==> src/rtl/i2s_clk_ctrl.sv <==
// I2S serial clock / word select sequencer with a runtime divide ratio and channel width.
// Frames start and stop on whole-frame boundaries; config changes apply only at frame end.
module i2s_clk_ctrl #(
  parameter int unsigned DIV_W        = 8,
  parameter int unsigned HALF_W       = 6,
  parameter int unsigned DEFAULT_DIV  = 9,
  parameter int unsigned DEFAULT_HALF = 16
) (
  input  logic              i_clk,
  input  logic              i_reset,
  input  logic              i_en,
  input  logic              i_cfg_valid,
  output logic              o_cfg_ready,
  input  logic [DIV_W-1:0]  i_cfg_div,
  input  logic [HALF_W-1:0] i_cfg_half,
  output logic              o_sck,
  output logic              o_sck_rise,
  output logic              o_sck_fall,
  output logic              o_ws,
  output logic              o_frame_start,
  output logic              o_busy
);

  typedef enum logic [1:0] {StIdle, StRun, StDrain} state_t;

  state_t              r_state, w_state_d;
  logic [DIV_W-1:0]    r_cnt, w_cnt_d;
  logic                r_sck, w_sck_d;
  logic                r_ws, w_ws_d;
  logic [HALF_W-1:0]   r_bit, w_bit_d;
  logic                r_rise, w_rise_d;
  logic                r_fall, w_fall_d;
  logic                r_fs, w_fs_d;
  logic                r_end, w_end_d;
  logic [DIV_W-1:0]    r_div, r_sh_div;
  logic [HALF_W-1:0]   r_half, r_sh_half;
  logic                r_pend;

  logic [DIV_W-1:0]    w_div_in, w_rise_div, w_hi_m1, w_lo_m1;
  logic [HALF_W-1:0]   w_half_in;
  logic                w_hs, w_apply, w_last_bit;

  assign w_div_in   = (i_cfg_div < DIV_W'(2)) ? DIV_W'(2) : i_cfg_div;
  assign w_half_in  = (i_cfg_half == '0) ? HALF_W'(1) : i_cfg_half;
  assign w_hs       = i_cfg_valid & ~r_pend;
  assign w_apply    = r_end & r_pend;
  // The divide ratio that governs the next rise, including a config landing this cycle.
  assign w_rise_div = (w_hs && (r_state == StIdle)) ? w_div_in :
                      w_apply                       ? r_sh_div : r_div;
  assign w_hi_m1    = (w_rise_div - DIV_W'(1)) >> 1;
  assign w_lo_m1    = (r_div >> 1) - DIV_W'(1);
  assign w_last_bit = (r_bit == (r_half - HALF_W'(1)));

  always_comb begin
    w_state_d = r_state;
    w_cnt_d   = r_cnt;
    w_sck_d   = r_sck;
    w_ws_d    = r_ws;
    w_bit_d   = r_bit;
    w_rise_d  = 1'b0;
    w_fall_d  = 1'b0;
    w_fs_d    = 1'b0;
    w_end_d   = 1'b0;
    unique case (r_state)
      StIdle: begin
        w_sck_d = 1'b0;
        w_ws_d  = 1'b0;
        w_bit_d = '0;
        if (i_en) begin
          w_state_d = StRun;
          w_sck_d   = 1'b1;
          w_rise_d  = 1'b1;
          w_fs_d    = 1'b1;
          w_cnt_d   = w_hi_m1;
        end
      end
      StRun, StDrain: begin
        if (r_state == StRun && !i_en) w_state_d = StDrain;
        if (r_cnt != '0) begin
          w_cnt_d = r_cnt - DIV_W'(1);
        end else if (r_sck) begin
          w_sck_d  = 1'b0;
          w_fall_d = 1'b1;
          w_cnt_d  = w_lo_m1;
          if (w_last_bit) begin
            w_bit_d = '0;
            w_ws_d  = ~r_ws;
            if (r_ws) begin
              w_end_d = 1'b1;
              if (r_state == StDrain || !i_en) w_state_d = StIdle;
            end
          end else begin
            w_bit_d = r_bit + HALF_W'(1);
          end
        end else begin
          w_sck_d  = 1'b1;
          w_rise_d = 1'b1;
          w_fs_d   = ~r_ws & (r_bit == '0);
          w_cnt_d  = w_hi_m1;
        end
      end
      default: w_state_d = StIdle;
    endcase
  end

  always_ff @(posedge i_clk) begin
    if (!i_reset) begin
      r_state   <= StIdle;
      r_cnt     <= '0;
      r_sck     <= 1'b0;
      r_ws      <= 1'b0;
      r_bit     <= '0;
      r_rise    <= 1'b0;
      r_fall    <= 1'b0;
      r_fs      <= 1'b0;
      r_end     <= 1'b0;
      r_div     <= DIV_W'(DEFAULT_DIV);
      r_half    <= HALF_W'(DEFAULT_HALF);
      r_sh_div  <= DIV_W'(DEFAULT_DIV);
      r_sh_half <= HALF_W'(DEFAULT_HALF);
      r_pend    <= 1'b0;
    end else begin
      r_state <= w_state_d;
      r_cnt   <= w_cnt_d;
      r_sck   <= w_sck_d;
      r_ws    <= w_ws_d;
      r_bit   <= w_bit_d;
      r_rise  <= w_rise_d;
      r_fall  <= w_fall_d;
      r_fs    <= w_fs_d;
      r_end   <= w_end_d;
      if (w_hs && r_state == StIdle) begin
        r_div  <= w_div_in;
        r_half <= w_half_in;
      end else if (w_apply) begin
        r_div  <= r_sh_div;
        r_half <= r_sh_half;
        r_pend <= 1'b0;
      end
      if (w_hs && r_state != StIdle) begin
        r_sh_div  <= w_div_in;
        r_sh_half <= w_half_in;
        r_pend    <= 1'b1;
      end
    end
  end

  assign o_cfg_ready   = ~r_pend;
  assign o_sck         = r_sck;
  assign o_sck_rise    = r_rise;
  assign o_sck_fall    = r_fall;
  assign o_ws          = r_ws;
  assign o_frame_start = r_fs;
  assign o_busy        = (r_state != StIdle);

endmodule

==> config.mk <==
export PLATFORM = sky130hd
export DESIGN_NAME = i2s_clk_ctrl
export DESIGN_NICKNAME = d
export VERILOG_FILES = /design/src/rtl/i2s_clk_ctrl.sv
export SDC_FILE = /design/constraint.sdc
export NUM_CORES = 1
export LEC_CHECK = 0
export ABC_AREA = 1
export CORE_ASPECT_RATIO = 0.9
export CORE_MARGIN = 2
export CORE_UTILIZATION = 31
export CTS_CLUSTER_SIZE = 25
export DETAILED_ROUTE_END_ITERATION = 6
export DONT_BUFFER_PORTS = 1
export GPL_ROUTABILITY_DRIVEN = 0
export PLACE_DENSITY = 0.44
export SLEW_MARGIN = 10
export SYNTH_ARGS = -nofsm -noshare
export SYNTH_HDL_FRONTEND = slang
export SYNTH_SLANG_ARGS = --single-unit
==> constraint.sdc <==
create_clock -name i_clk -period 2.7 [get_ports i_clk]
set_input_delay 0.27 -clock i_clk [delete_from_list [all_inputs] [get_ports i_clk]]
set_output_delay 0.27 -clock i_clk [all_outputs]
set_load 0.01 [all_outputs]
== Word level (Yosys, flattened, before mapping) ==
Cells that the tools add are included.

* Magnitude comparators: 1
* Eq/ne operators: 8
* Bitwise logic cells: 9
* Multiplexer cells: 40
* Add/subtract/negate cells: 5
* Reduce and logical (&&, ||, !) cells: 21

{| class="wikitable"
|+ Operator list
! operator !! count
|-
| 8-bit 2-to-1 mux || 6
|-
| 6-bit 2-to-1 mux || 6
|-
| 8-bit one-hot mux with 2 select lines || 1
|-
| 8-bit by 1-bit subtractor with 8-bit output, second input constant || 2
|-
| 1-bit 2-to-1 mux || 14
|-
| 2-bit 2-to-1 mux || 7
|-
| 6-bit logical NOT || 2
|-
| 6-bit one-hot mux with 2 select lines || 1
|-
| 8-bit by 2-bit < comparator with 1-bit output, second input constant || 1
|-
| 2-bit != test, second input constant || 4
|-
| 1-bit one-hot mux with 2 select lines || 4
|-
| 2-bit nonzero test || 4
|-
| 8-bit nonzero test || 1
|-
| 7-bit by 1-bit subtractor with 8-bit output, second input constant || 1
|-
| 6-bit by 1-bit adder with 6-bit output, second input constant || 1
|-
| 6-bit equality test || 1
|-
| 1-bit inverter || 6
|-
| 2-bit AND reduction || 3
|-
| 6-bit by 1-bit subtractor with 6-bit output, second input constant || 1
|-
| 5-bit OR reduction || 1
|-
| 2-bit one-hot mux with 2 select lines || 1
|-
| 4-bit AND reduction || 1
|-
| 1-bit bitwise AND || 3
|-
| 1-bit logical AND || 3
|-
| 9 further kinds || 9
|}

* Flip-flop bits (word level): 51
* Output and inout bits: 7
* Logic and storage cells: 98

== Longest topological paths before layout ==
Gate-level depths: netlist of the first run.

* Depth in word-level cells: 9
* Gate-level depth with buffers: 15

== Least setup slack after synthesis of the first run ==
OpenSTA, ideal clock, no wires.

* Path kind: register -> register
* From: register r_state[0]
* To: register r_cnt[1]
* Buffers on the path: 1
* Clock period less this slack: 2019 ps
* Cell stages (with the launch flop): 13
* Data required time: 2630 ps
* Library setup time: 70 ps
* Data arrival time: 1948 ps
* Slack: 681 ps
* Cell sequence: dfxtp_1 > inv_1 > ha_1 > nand3_4 > buf_6 > o211ai_1 > and2_1 > ha_1 > xnor2_1 > inv_1 > o22ai_1 > nand2_1 > a21oi_1

* Cells in the longest elaborated chain, start to end: 7
* Elaborated cells on any way between the ends: 14

{| class="wikitable"
|+ RTL lines
! element !! line !! text
|-
| start: declaration || 26 || <nowiki>state_t r_state, w_state_d;</nowiki>
|-
| start signal: assignment || 108 || <nowiki>r_state <= StIdle;</nowiki>
|-
| start signal: assignment || 123 || <nowiki>r_state <= w_state_d;</nowiki>
|-
| 2-bit logical NOT || 48, 64 ||
|-
| 1-bit logical AND || 48 || <nowiki>assign w_rise_div = (w_hs && (r_state == StIdle)) ? w_div_in :</nowiki>
|-
| 8-bit 2-to-1 mux || -- ||
|-
| 8-bit by 1-bit subtractor with 8-bit output || 50 || <nowiki>assign w_hi_m1 = (w_rise_div - DIV_W'(1)) >> 1;</nowiki>
|-
| 8-bit 2-to-1 mux || 81 || <nowiki>end else if (r_sck) begin</nowiki>
|-
| 8-bit 2-to-1 mux || 79 || <nowiki>if (r_cnt != '0) begin</nowiki>
|-
| 8-bit one-hot mux with 2 select lines || 64 || <nowiki>unique case (r_state)</nowiki>
|-
| end signal: assignment || 124 || <nowiki>r_cnt <= w_cnt_d;</nowiki>
|-
| end: declaration || 27 || <nowiki>logic [DIV_W-1:0] r_cnt, w_cnt_d;</nowiki>
|}

Parallel ways exist; a longest one is shown, timed or not. The select of a mux whose other input is x is not followed.
A chain may end at the register's enable or synchronous reset.

== Worst setup path after layout of the first run ==
Ends and elaborated chain as after synthesis.

==> out/metrics.csv, run 1 <==
metric,value,unit
Synth area leaders,"dfxtp_1 34%, nand2_1 11%, nor2_1 6.8%",
"Seq/Total Area, Yosys",34.14,%
type of the worst setup path,register to register,
postcts setup bufs,0,
main combinational cell family by area after synthesis,simple AND/OR/NAND/NOR gates,
R2R Path End,r_cnt[1],
Slew headroom,66.38,%
Pwr per Cell Area,660.0,nW/um^2
drt total wl,7633,um
DP HPWL,5850,um
Mapped Nets,447,
CTS Hold Bufs,0,
CP startpoint,r_state[0],
Crit. End Element,register,
static leakage,1.343,nW
cell area after synthesis,2990,um^2
fillers,1024,
Post-Synth XOR/XNOR Area,6.109,%
Synth top area share,34.14,%
Clk pwr share,22.7,%
FF/Latch Area,1021,um^2
Starting DRT DRC Count,88,
required time worst endpoint,2.94,ns
maximum clock path buffer count,2,
share of post-route cells with drive strength above 1,9.976,%
startpoint types,register,
Yosys warnings,0,
routed vias/inst,4.735,
DRC errors left,0,
Max VDD drop,0.2679,mV
Tot GR Track Use,15.37,%
post-synthesis mux area share,0,%
fmax,408.0,MHz
Final Cycle Share,90.78,%
most frequent CP cell,inv_1,
CP top delay family,simple AND/OR/NAND/NOR gates,
Int Power,0.001316,W
H-tree depth,2,
Num CTS Buffers,5,
CTS tree,done,
Power Total,0.002124,W
synthesized-area fraction occupied by adder cells,4.184,%
final hold viol count,0,
Die Y-Extent,97.18,um
Slew @ Worst Pin,0.4990,ns
area of the multi-input gates,1719,um^2
worst hold path type,input pin to register,
clk_lat worst skew,0.31,ns
leading area contributor after synthesis,dfxtp_1,
reg2reg setup slack,0.25,ns
Initial DRT Pass Iterations,6,
switching portion of total power,38.05,%
Worst-path clk slew,0.10,ns
Sink Count,51,
top_reg_cell synth,dfxtp_1,
DR vias,2571,
mean post-synth cell area,7.137,um^2
Comb power frac,33.5,%
# nets final,448,
Sum Neg Setup Slack,0,ns
Die X,107.5,um
Clock Tree Root,clkbuf_8,
"count leader, synth",nand2_1,
post-route minimum period,2.451,ns
initial antenna violation count,0,
pin count of the biggest net entering global routing,25,
WP data arrival,2.69,ns
worst setup path end,r_cnt[1],
final antenna-violating net count,0,
max-cap violation count,0,
first-pass GRT wire length,12900,um
cts repair resizes,0,
routed len/inst,14.06,um
"Largest stage delay, worst path",0.36,ns
RSZ-0062 raised after global routing,false,
ANT cells,0,
critical-path maximum fanout,18,
Die ar.,10450,um^2
number of cells on the critical path,13,
Starting Density,32.33,%
Core Rows,33,
vias in the first global route,2509,
Final Max Tran Viols,0,
final global-route overflow total,0,
worst setup skew after layout,0.007733,ns
number of port buffers,0,
"Distinct cells, synth",50,
status,"complete, no violations",
count of flip-flops with a built-in enable after synthesis,0,
Buf/Inv on CP,4,
Yosys reg bits,51,
I/O Pins,25,
Async SR Flop Fraction,0,%
most frequent cells after synthesis,"87 x nand2_1, 54 x nor2_1, 51 x dfxtp_1",
critical path's slowest cell,dfxtp_1,
RR Startpoint,r_state[0],
Core Area,9249,um^2
sequential share of power,43.7,%
compound-gate portion of the synthesized area,15.86,%
final setup vio count,0,
Layout Area Growth over Synthesis,7.615,%
Mapped Cells,419,
P_sw,0.0008082,W
reg2reg path depth,13,
Synth Area in Simple Gates,31.34,%
crit-path cells,inv_1 -> ha_1 -> nand3_4 -> inv_1 -> nand3_1 -> nand2_4 -> inv_1 -> ha_1 -> xnor2_1 -> inv_1 -> o22ai_1 -> nand2_1 -> a21oi_1,
## flip-flops by register name, summed over array words and instances, names as in the netlist
name,flops
o_sck,1
r_cnt,8
o_sck_rise,1
r_half,6
r_pend,1
r_bit,6
r_state,2
o_sck_fall,1
o_frame_start,1
r_sh_div,8
o_ws,1
r_sh_half,6
r_end,1
r_div,8
## layout make-up
| cell class | instances | share of cell area (%) |
|---|---|---|
| multi-input combinational | 307 | 53.42 |
| clock inverter | 1 | 0.2722 |
| inverter | 49 | 5.754 |
| clock buffer | 7 | 2.683 |
| tap | 122 | 4.743 |
| timing repair buffer | 6 | 1.400 |
| sequential | 51 | 31.73 |
## through the flow
step | std cells | hold slack (ns) | utilization, % | worst slack [ns] | instance area [um^2]
after floorplan | 419 | 0.4013 | - | 0.6811 | 2990
after global placement | 535 | 0.3470 | 33.77 | 0.4238 | 3123
after detailed placement | 535 | 0.3472 | 33.77 | 0.2891 | 3123
after CTS | 543 | 0.02591 | 34.79 | 0.2469 | 3218
after global routing | 543 | 0.02824 | 34.79 | 0.008014 | 3218
final | 543 | 0.04412 | 34.79 | 0.2489 | 3218
## placed cells by master, fill, tap and decap left out, types with 6 or more instances in the layout
cell type,count
nand2_1,87
a31oi_1,8
dfxtp_1,51
xor2_1,7
inv_1,44
nor2_1,54
nor3_1,9
nand3_1,24
xnor2_1,12
a21oi_1,20
o21ai_0,20
ha_1,10
buf_4,6
clkbuf_8,6
## per-layer routing
layer  track usage [%]  up-vias  share of wire (%)  routed length, um
met5                 0        -                  0                  0
met4             2.761        0               0.60                 46
met3             3.219        5                4.3                328
met2             21.77       32                 39               2994
met1             23.88     1163                 56               4263
li1                  -     1371                  -                  -
## power by group through the flow
stage	registers, W	logic, W	clock network [W]
after floorplan	0.000913	0.000584	0
after global placement	0.000944	0.000713	0
after detailed placement	0.000946	0.000715	0
after CTS	0.000929	0.000720	0.000503
after global routing	0.000940	0.000817	0.000530
final	0.000929	0.000712	0.000483
## kinds of logic after synthesis
kind of cell	count (synthesis)
and+or+nand+nor	201
adders and majority gates	10
AOI/OAI and AO/OA	76
xor gates and xnor gates	20
buffers and inverters	61
DFF	51
## worst min path at each step
stage	startpoint	to	slack [ns]	cells past startpoint
CTS	i_reset	r_div[3]	0.03	1
detailed placement	i_reset	r_div[0]	0.35	1
global route	i_reset	r_div[0]	0.03	1
global placement	i_reset	r_div[3]	0.35	1
floorplan	i_cfg_div[0]	r_sh_div[0]	0.40	2
finish	i_reset	r_div[3]	0.04	1
(Power assumes the default switching activity.)
==> run 2, diff against run 1 <==
--- a/config.mk
+++ b/config.mk
@@ -6,6 +6,7 @@
 export NUM_CORES = 1
 export LEC_CHECK = 0
 export ABC_AREA = 1
+export CAP_MARGIN = 20
 export CORE_ASPECT_RATIO = 0.9
 export CORE_MARGIN = 2
 export CORE_UTILIZATION = 31
==> results of run 2 <==
The final DEF is identical to that of run 1; final timing and power are the same.
==> run 3, diff against run 2 <==
--- a/config.mk
+++ b/config.mk
@@ -14,6 +14,7 @@
 export DETAILED_ROUTE_END_ITERATION = 6
 export DONT_BUFFER_PORTS = 1
 export GPL_ROUTABILITY_DRIVEN = 0
+export HOLD_SLACK_MARGIN = 0.1
 export PLACE_DENSITY = 0.44
 export SLEW_MARGIN = 10
 export SYNTH_ARGS = -nofsm -noshare
==> out/metrics.csv, run 3 (synthesis results as in run 1) <==
metric,value,unit,change
Starting Density,32.33,%,unchanged
Slew @ Worst Pin,0.8869,ns,+0.3879 ns
CTS tree,done,,
Sum Neg Setup Slack,0,ns,unchanged
Starting DRT DRC Count,105,,+19%
design area,3318,um^2,+3.1%
Slew headroom,40.68,%,-26 points
"commonest cells after routing, fill and taps aside","87 x nand2_1, 54 x nor2_1, 51 x dfxtp_1, 44 x inv_1, 24 x nand3_1",,
Crit. End Element,register,,
DRC errors left,0,,unchanged
maximum clock path buffer count,2,,unchanged
Core Area,9249,um^2,unchanged
final global-route overflow total,0,,unchanged
Worst-path clk slew,0.10,ns,about the same
RSZ-0062 raised after global routing,false,,
routed len/inst,14.25,um,+1.4%
final setup vio count,0,,unchanged
"commonest non-fill, non-tap cell in the layout",nand2_1,,
Buf/Inv on CP,4,,unchanged
initial antenna violation count,0,,unchanged
static leakage,1.385,nW,+3.1%
final hold viol count,0,,unchanged
share of post-route cells with drive strength above 1,9.745,%,-0.23 points
critical-path maximum fanout,18,,unchanged
Place WS,0.2891,ns,unchanged
"Largest stage delay, worst path",0.36,ns,about the same
final antenna-violating net count,0,,unchanged
cts repair resizes,0,,unchanged
post-route minimum period,2.429,ns,-0.02245 ns
WP data arrival,2.67,ns,-0.02 ns
pin count of the biggest net entering global routing,22,,-12%
post-layout worst setup margin,0.2713,ns,+0.02245 ns
Sink Count,51,,unchanged
Clock Tree Root,clkbuf_8,,
first-pass GRT wire length,13120,um,+1.7%
crit-path cells,inv_1 -> ha_1 -> nand3_4 -> inv_1 -> nand3_1 -> nand2_4 -> inv_1 -> ha_1 -> xnor2_1 -> inv_1 -> o22ai_1 -> nand2_1 -> a21oi_1,,
number of port buffers,0,,unchanged
most frequent CP cell,inv_1,,
worst setup skew after layout,0.006866,ns,-0.0008663 ns
Initial DRT Pass Iterations,4,,-2
"Cell Area, Placed",3123,um^2,unchanged
vias in the first global route,2531,,+0.88%
ANT cells,0,,unchanged
Post-Layout Cell Count,553,,+1.8%
Num CTS Buffers,5,,unchanged
routed vias/inst,4.747,,+0.25%
Layout Area Growth over Synthesis,10.96,%,
Final Cycle Share,89.95,%,-0.83 points
Tot GR Track Use,15.71,%,+0.33 points
max-cap violation count,0,,unchanged
critical path's slowest cell,dfxtp_1,,
H-tree depth,2,,unchanged
clk_lat worst skew,0.31,ns,about the same
DR vias,2625,,+2.1%
Die X,107.5,um,unchanged
Max VDD drop,0.2680,mV,about the same
Pwr per Cell Area,645.9,nW/um^2,-2.1%
drt total wl,7880,um,+3.2%
status,"complete, no violations",,
Die ar.,10450,um^2,unchanged
Die Y-Extent,97.18,um,unchanged
I/O Pins,25,,unchanged
type of the worst setup path,register to register,,
fmax,411.7,MHz,+0.92%
Core Rows,33,,unchanged
required time worst endpoint,2.94,ns,about the same
startpoint types,register,,
Placed Cells,535,,unchanged
DP HPWL,5850,um,unchanged
CP top delay family,simple AND/OR/NAND/NOR gates,,
Final Max Tran Viols,0,,unchanged
worst hold path type,input pin to register,,
# nets final,458,,+2.2%
Top Registers,"r_cnt: 8 flops, r_div: 8 flops, r_sh_div: 8 flops",,
==> run 3: cell types whose count changed in the layout (fill, tap and decap cells not counted) <==
cell and delta:
dlygate4sd3_1 +10
==> run 3: final timing paths <==
| kind | depth (start not counted) | slack (ns) | start | endpoint |
|---|---|---|---|---|
| max | 13 | 0.27 | r_state[0] | r_cnt[1] |
| min | 2 | 0.12 | i_reset | o_sck_fall |
| max reg2reg | 13 | 0.27 | r_state[0] | r_cnt[1] |
| min reg2reg | 2 | 0.49 | r_sh_div[0] | r_sh_div[0] |
==> run 3: report_power, final <==
group | leakage (nW) | switching, W | internal (W)
clock | 0.0484 | 0.000273 | 0.000211
sequential | 0.419 | 0.0000903 | 0.000839
combinational | 0.917 | 0.000455 | 0.000275
==> run 3: repair_timing <==
item / in CTS / in global routing
setup buffers: 0 / 0
hold buffers: 10 / 0
endpoints found under the hold margin: 20 / 0
==> run 3: area by class of cell <==
class                      instances  area (um^2)
clock buffer                       7        86.33
clock inverter                     1        8.758
fill                            1015         5931
inverter                          49        185.2
multi-input combinational        307         1719
sequential                        51         1021
tap                              122        152.6
timing repair buffer              16        145.1
==> run 3: layer usage <==
| metal | wire (um) | track usage (%) | up-vias |
|---|---|---|---|
| met5 | 0 | 0 | - |
| met3 | 297 | 3.085 | 5 |
| li1 | - | - | 1390 |
| met2 | 3140 | 22.11 | 38 |
| met1 | 4398 | 24.58 | 1192 |
| met4 | 43 | 2.959 | 0 |
==> run 3: through the flow <==
step / hold WS, ns / power [W] / util [%]
floorplan: 0.4013 / 0.001497 / -
global placement: 0.3470 / 0.001658 / 33.77
detailed placement: 0.3472 / 0.001660 / 33.77
CTS: 0.1127 / 0.002168 / 35.88
global route: 0.1164 / 0.002304 / 35.88
finish: 0.1208 / 0.002143 / 35.88
